## config.mk

```make
export PLATFORM = sky130hd
export DESIGN_NAME = xor_accum_flat
export DESIGN_NICKNAME = d
export VERILOG_FILES = /design/src/rtl/xor_accum_if.sv /design/src/rtl/xor_accum.sv /design/src/flat_wrapper.sv
export SDC_FILE = /design/constraint.sdc
export NUM_CORES = 1
export LEC_CHECK = 0
export ABC_AREA = 1
export BUFFER_PORTS_ARGS = -buffer_cell sky130_fd_sc_hd__buf_2
export CAP_MARGIN = 20
export CORE_UTILIZATION = 45
export DETAILED_ROUTE_END_ITERATION = 6
export GPL_TIMING_DRIVEN = 0
export PLACE_DENSITY = 0.68
export SETUP_SLACK_MARGIN = 0.4
export SYNTH_ARGS = -nofsm -noshare
export SYNTH_HDL_FRONTEND = slang
export SYNTH_SLANG_ARGS = --single-unit
```

## constraint.sdc

```tcl
create_clock -name clk -period 3 [get_ports clk]
set_input_delay 0 -clock clk [delete_from_list [all_inputs] [get_ports clk]]
set_output_delay 0 -clock clk [all_outputs]
set_load 0.05 [all_outputs]
```

## src/rtl/xor_accum_if.sv

```systemverilog
// Stream bundle for xor_accum: word input channel and frame-result output channel.
// The slave modport is the accumulator's view; master is the producer/consumer side.
interface xor_accum_if #(
  parameter int WIDTH     = 8,
  parameter int FRAME_LEN = 4
);
  localparam int CW = $clog2(FRAME_LEN + 1);

  logic             in_valid;
  logic             in_ready;
  logic [WIDTH-1:0] in_data;
  logic             in_last;
  logic             out_valid;
  logic             out_ready;
  logic [WIDTH-1:0] out_data;
  logic             out_parity;
  logic [CW-1:0]    out_count;
  logic             out_trunc;

  modport master (
    output in_valid, in_data, in_last, out_ready,
    input  in_ready, out_valid, out_data, out_parity, out_count, out_trunc
  );

  modport slave (
    input  in_valid, in_data, in_last, out_ready,
    output in_ready, out_valid, out_data, out_parity, out_count, out_trunc
  );
endinterface

```

## src/rtl/xor_accum.sv

```systemverilog
// Frame XOR accumulator: folds words into a running XOR until in_last or the
// FRAME_LEN limit, then holds the registered result until the consumer takes it.
module xor_accum #(
  parameter int WIDTH     = 8,
  parameter int FRAME_LEN = 4,
  parameter int ODD       = 0
) (
  input  logic       clk,
  input  logic       rst_n,
  xor_accum_if.slave bus
);
  localparam int               CW       = $clog2(FRAME_LEN + 1);
  localparam logic [WIDTH-1:0] MASK     = (ODD != 0) ? {WIDTH{1'b1}} : {WIDTH{1'b0}};
  localparam logic [CW-1:0]    LAST_CNT = CW'(FRAME_LEN - 1);

  typedef enum logic [1:0] {
    IDLE = 2'd0,
    ACC  = 2'd1,
    HOLD = 2'd2
  } state_t;

  state_t           state_reg;
  logic [WIDTH-1:0] acc_reg;
  logic [CW-1:0]    cnt_reg;
  logic [WIDTH-1:0] out_data_reg;
  logic [CW-1:0]    out_count_reg;
  logic             out_trunc_reg;
  logic             out_valid_reg;
  logic             in_ready_reg;

  logic accept;
  logic close;

  assign accept = bus.in_valid && in_ready_reg;
  // Comparing against FRAME_LEN-1 keeps the test inside the counter width.
  assign close  = bus.in_last || (cnt_reg == LAST_CNT);

  always_ff @(posedge clk or negedge rst_n) begin
    if (!rst_n) begin
      state_reg     <= IDLE;
      acc_reg       <= '0;
      cnt_reg       <= '0;
      out_data_reg  <= '0;
      out_count_reg <= '0;
      out_trunc_reg <= 1'b0;
      out_valid_reg <= 1'b0;
      in_ready_reg  <= 1'b1;
    end else begin
      unique case (state_reg)
        IDLE, ACC: begin
          if (accept) begin
            if (close) begin
              state_reg     <= HOLD;
              out_data_reg  <= acc_reg ^ bus.in_data ^ MASK;
              out_count_reg <= cnt_reg + 1'b1;
              out_trunc_reg <= !bus.in_last;
              out_valid_reg <= 1'b1;
              in_ready_reg  <= 1'b0;
            end else begin
              state_reg <= ACC;
              acc_reg   <= acc_reg ^ bus.in_data;
              cnt_reg   <= cnt_reg + 1'b1;
            end
          end
        end
        HOLD: begin
          if (bus.out_ready) begin
            state_reg     <= IDLE;
            out_valid_reg <= 1'b0;
            acc_reg       <= '0;
            cnt_reg       <= '0;
            in_ready_reg  <= 1'b1;
          end
        end
        default: begin
          state_reg    <= IDLE;
          in_ready_reg <= 1'b1;
        end
      endcase
    end
  end

  assign bus.in_ready   = in_ready_reg;
  assign bus.out_valid  = out_valid_reg;
  assign bus.out_data   = out_data_reg;
  assign bus.out_parity = ^out_data_reg;
  assign bus.out_count  = out_count_reg;
  assign bus.out_trunc  = out_trunc_reg;
endmodule
```

## src/flat_wrapper.sv

```systemverilog
// flat-port wrapper written by rule: the top's interface ports become plain ports
module xor_accum_flat 
#(
  parameter int WIDTH     = 8,
  parameter int FRAME_LEN = 4,
  parameter int ODD       = 0
)
  (clk, rst_n, bus_in_valid, bus_in_data, bus_in_last, bus_out_ready, bus_in_ready, bus_out_valid, bus_out_data, bus_out_parity, bus_out_count, bus_out_trunc);
  xor_accum_if #(.WIDTH(WIDTH), .FRAME_LEN(FRAME_LEN)) bus_i ();
  input  logic clk;
  input  logic rst_n;
  input wire logic [$bits(bus_i.in_valid)-1:0] bus_in_valid;
  input wire logic [$bits(bus_i.in_data)-1:0] bus_in_data;
  input wire logic [$bits(bus_i.in_last)-1:0] bus_in_last;
  input wire logic [$bits(bus_i.out_ready)-1:0] bus_out_ready;
  output wire logic [$bits(bus_i.in_ready)-1:0] bus_in_ready;
  output wire logic [$bits(bus_i.out_valid)-1:0] bus_out_valid;
  output wire logic [$bits(bus_i.out_data)-1:0] bus_out_data;
  output wire logic [$bits(bus_i.out_parity)-1:0] bus_out_parity;
  output wire logic [$bits(bus_i.out_count)-1:0] bus_out_count;
  output wire logic [$bits(bus_i.out_trunc)-1:0] bus_out_trunc;
  assign bus_i.in_valid = bus_in_valid;
  assign bus_i.in_data = bus_in_data;
  assign bus_i.in_last = bus_in_last;
  assign bus_i.out_ready = bus_out_ready;
  assign bus_in_ready = bus_i.in_ready;
  assign bus_out_valid = bus_i.out_valid;
  assign bus_out_data = bus_i.out_data;
  assign bus_out_parity = bus_i.out_parity;
  assign bus_out_count = bus_i.out_count;
  assign bus_out_trunc = bus_i.out_trunc;
  xor_accum #(.WIDTH(WIDTH), .FRAME_LEN(FRAME_LEN), .ODD(ODD)) u_core (.clk(clk), .rst_n(rst_n), .bus(bus_i));
endmodule
```

After elaboration in Yosys (flattened, before gate mapping)
Cells that the tools add are included.
W data, S select, Z words.
{ "totals": {"register_bits": 27, "latch_bits": 0, "ramBits": 0, "rom_bits": 0, "input_bits": 13, "out_inout_bits": 15, "word_cells": 49, "memories": 0} }
{ "classes": {"n_addsub": 1, "mul": 0, "div": 0, "magnitude_cmp": 0, "eq_ne": 7, "n_shift": 0, "n_mux": 20, "n_bitwise": 1, "n_reduce_logical": 12} }
{ "ops": {"columns": ["op", "count"], "rows": [
  ["$mux W8", 3],
  ["$pmux W8 S2", 1],
  ["$mux W3", 3],
  ["$reduce_and A4 Y1", 2],
  ["$reduce_xor A8 Y1", 1],
  ["$xor A8 B8 Y8", 1],
  ["$mux W1", 6],
  ["$mux W2", 3],
  ["$pmux W3 S2", 1],
  ["$reduce_and A3 Y1", 2],
  ["$ne A2 B1 Y1 const B", 2],
  ["$ne A2 B2 Y1 const B", 2],
  ["$pmux W1 S2", 2],
  ["$pmux W2 S2", 1],
  ["$add A3 B1 Y3 const B", 1],
  ["$eq A3 B2 Y1 const B", 1],
  ["$eq A2 B1 Y1 const B", 1],
  ["$eq A2 B2 Y1 const B", 1],
  ["$logic_not A2 Y1", 1],
  ["$reduce_and A2 Y1", 1],
  ["$reduce_bool A2 Y1", 1],
  ["$reduce_or A2 Y1", 1],
  ["$logic_and A1 B1 Y1", 1],
  ["$logic_not A1 Y1", 1],
  ["$logic_or A1 B1 Y1", 1]
]} }

Logic depth before layout (Yosys ltp)
{ "depth": {"word_depth": 5, "depth_mapped": 8, "depth_no_buf": 7} }

Worst setup path before layout
No wires, ideal clock.
{ "synth_path": {"path_kind": "register -> register", "start": "reg u_core.in_ready_reg (netlist: u_core.bus.in_ready)", "end": "reg u_core.cnt_reg[0]", "setup_time_ps": 117, "arrival_ps": 1340, "required_ps": 2883, "slack_ps": 1544, "stages_incl_launch_ff": 9, "path_buffers": 1, "period_less_slack_ps": 1456, "cell_sequence": "dfstp_2 -> nand2_1 -> inv_1 -> nand2_1 -> nand2_2 -> nand2_2 -> buf_6 -> nand2_1 -> nand2_1"} }
{ "synth_between": {"elab_chain_len": 3} }
{ "synth_lines": {"columns": ["item", "line", "source"], "rows": [
  ["from (decl)", "xor_accum.sv:29", "logic in_ready_reg;"],
  ["from (signal assigned)", "xor_accum.sv:47", "in_ready_reg <= 1'b1;"],
  ["from (signal assigned)", "xor_accum.sv:58", "in_ready_reg <= 1'b0;"],
  ["from (signal assigned)", "xor_accum.sv:72", "in_ready_reg <= 1'b1;"],
  ["$logic_and A1 B1 Y1", "xor_accum.sv:34", "assign accept = bus.in_valid && in_ready_reg;"],
  ["$ne A2 B1 Y1 (no source line)", null, null],
  ["$reduce_and A4 Y1 (no source line)", null, null],
  ["to (signal assigned)", "xor_accum.sv:62", "cnt_reg <= cnt_reg + 1'b1;"],
  ["to (decl)", "xor_accum.sv:24", "logic [CW-1:0] cnt_reg;"]
]} }
Every way passes these cells.
A chain may end at the register's enable or synchronous reset.

Final worst setup path
{ "layout_path": {"start": "reg u_core.cnt_reg[0]", "end": "reg u_core.out_count_reg[2] (netlist: u_core.bus.out_count[2])"} }
{ "layout_between": {"elab_chain_len": 3, "elab_cells_between_ends": 4, "classes_between": "add/sub (1); eq/ne (1); reduce/logical (2)"} }
{ "layout_lines": {"columns": ["item", "line", "source"], "rows": [
  ["$eq A3 B2 Y1", "xor_accum.sv:36", "assign close = bus.in_last || (cnt_reg == LAST_CNT);"],
  ["$logic_or A1 B1 Y1", "xor_accum.sv:36", null],
  ["$reduce_and A3 Y1 (no source line)", null, null],
  ["to (signal assigned)", "xor_accum.sv:55", "out_count_reg <= cnt_reg + 1'b1;"],
  ["to (decl)", "xor_accum.sv:26", "logic [CW-1:0] out_count_reg;"]
]} }
Parallel ways exist; a longest one is shown, timed or not.

==> reports/results.txt <==
Final Core Density: 59.0%
Worst min-delay path category: in2reg
FF-to-FF path depth: 7
Die Width: 59.8 microns
Final Hold Violating Endpoints: 0
CP Launch Point: u_core.cnt_reg[0]
Met1 usage: 24.9%
Worst setup path endpoint: u_core.bus.out_count[2]
Hold Slack: 76.4 ps
Final setup viols: 0
Storage cell area: 677 sq um
Post-route insts no fill: 303
Leakage: 1.09 nW
Ys Warns: 0
Setup crit end kind: register
Crit Path Category: reg2reg
Congestion Overflow GR: 0
CTS Sinks: 27
Post-DP HPWL: 2060 microns
Setup TNS: 0 ps
Final slew viol count: 0
FF-to-FF Start: u_core.cnt_reg[0]
GR met3 Demand/Resource: 2.60%
FF+latch count, synth: 27
Reg-to-Reg End: u_core.bus.out_count[2]
RSZ-0062 raised after global routing: false
Post-route ant nets: 0
Pre-CTS setup slack: 1410 ps
Net count, final: 275
Syn-to-layout area delta: 21.7%
Worst Setup Start Kind: register
Clock-pin transition on the worst setup and hold timing paths: 150 ps
Ys async rst share: 100%
Cells after Synth: 217
RePlAce Congestion: 0.747
DR vias: 1385
H-tree depth: 1
Slew HR: 58.6%
IO Pins: 28
Vias in the first global route: 1194
1st-iter DRT viols: 40
Ratio of cells with drive above 1 in the final layout: 16.2%
DR vias/cell: 4.57
Net Count, Synth: 232
Setup Buffers After CTS: 0
Total track usage: 18.8%
Diodes inserted: 0
Initial antenna violation count: 0
Reg2Reg Setup Slack: 1400 ps
Max Buffers Root-to-Sink: 2
Fin worst setup slack: 1400 ps
Setup Skew: 6.81 ps
Final-layout fill cell count: 326
Max Cap Violations: 0
Fmax: 0.624 GHz
Leading cell type in the layout, fill and taps excluded: nand2_1
Largest net degree at the start of global routing: 28
TritonCTS buffer count: 3
Placed insts: 288
First-pass GRT wire length: 5040 microns
Most frequent cells in the layout: nand2_1, buf_2, inv_1
Worst-path maximum fanout: 10
Critical path data arrival time: 1850 ps
DRC: 0
DR pass1 iterations: 4
Mapped Area: 0.00150 sq mm
EDFF count, synth: 0
CTS tree: yes
Period minus WS final: 1600 ps
Distinct cells, synth: 15
Port Buffers: 27
DR WL/cell: 9.69 microns
Met2 track demand over resource: 31.7%
Final period utilization: 53.4%
Root Driver: clkbuf_4
Area occupied by multi-input gates: 662 sq um
Core Area: 0.00310 sq mm
Die Span Y: 59.8 microns
Skew-Pair Late Insertion Delay: 320 ps
VDD IR-drop max: 0.000491 V
Die Area: 0.00357 sq mm
Pwr per Cell Area: 1080 mW/mm^2
Starting density of the core: 48.4%
FP Rows: 20
Post-Route WL: 2940 microns
Worst-Margin Slew: 620 ps
Ys flop type: dfrtp_1
GRT Max-Usage Layer: met2
Post-synthesis sequential area ratio: 45.0%
Syn avg cell area: 6.92 sq um
CP Data Required Time: 3250 ps
Status: finished, final reports clean
## power by group
| group | total, mW | internal [mW] | switching (mW) |
|---|---|---|---|
| clock network | 0.158 | 0.0521 | 0.106 |
| logic | 1.14 | 0.333 | 0.810 |
| registers | 0.670 | 0.534 | 0.136 |
| total | 1.97 | 0.919 | 1.05 |
## final cells by class
class	instances	share of cell area, %
Sequential cell	27	37.0
Timing Repair Buffer	38	13.4
Tap cell	44	3.01
Multi-Input combinational cell	155	36.2
Inverter	29	5.95
Clock buffer	4	1.44
Buffer	6	3.01
## critical path, stage by stage, from the launching register on
cell and delay, ps:
dfrtp_1 450, ha_1 220, ha_1 190, nor2_1 170, nand3b_4 220, buf_6 160, nand2_1 50, o21ai_0 70
## kinds of logic (layout without fill, tap and decap cells)
logic type / count (synthesis) / in the layout / synth area share [%]
and+or+nand+nor: 138 / 138 / 37.4
buffers and inverters: 35 / 77 / 10.9
DFF: 27 / 27 / 45.0
AOI/OAI and AO/OA: 15 / 15 / 5.00
adders and majority gates: 2 / 2 / 1.67
## worst min-delay path by stage
stage / endpoint / from / slack [ps] / cells past startpoint
finish: u_core.bus.in_ready / bus_in_valid / 80 / 5
global route: u_core.bus.in_ready / bus_in_valid / 140 / 5
CTS: u_core.bus.in_ready / bus_in_valid / 70 / 5
detailed placement: u_core.state_reg[1] / rst_n / 50 / 1
global placement: u_core.bus.out_count[2] / rst_n / 40 / 1
floorplan: u_core.acc_reg[0] / rst_n / -300 / 0
## layer usage
| layer | up-vias | routed length (microns) |
|---|---|---|
| met5 | - | 0 |
| met4 | 0 | 34 |
| met3 | 6 | 77 |
| met2 | 23 | 1320 |
| met1 | 617 | 1510 |
| li1 | 739 | - |
## synth_stat cells (2+ instances only)
master | instances | area, sq um
buf_2 | 2 | 10.0
nor2_1 | 12 | 45.0
buf_6 | 4 | 45.0
dfrtp_1 | 26 | 651
nand3_1 | 12 | 60.1
ha_1 | 2 | 25.0
nand2_1 | 110 | 413
inv_1 | 28 | 105
nand2_2 | 2 | 12.5
o21ai_0 | 14 | 70.1
## through the flow
stage | instance area [sq um] | power, mW
global route | 1830 | 2.15
floorplan | 1500 | 1.57
global placement | 1690 | 1.80
CTS | 1830 | 1.99
detailed placement | 1690 | 1.82
finish | 1830 | 1.97
## what timing repair did
item / 4_1_cts / 5_1_grt
endpoints found under the hold margin: 36 / 0
hold buffers: 11 / 0
gates resized for setup: 0 / 0
(Power assumes the default switching activity.)
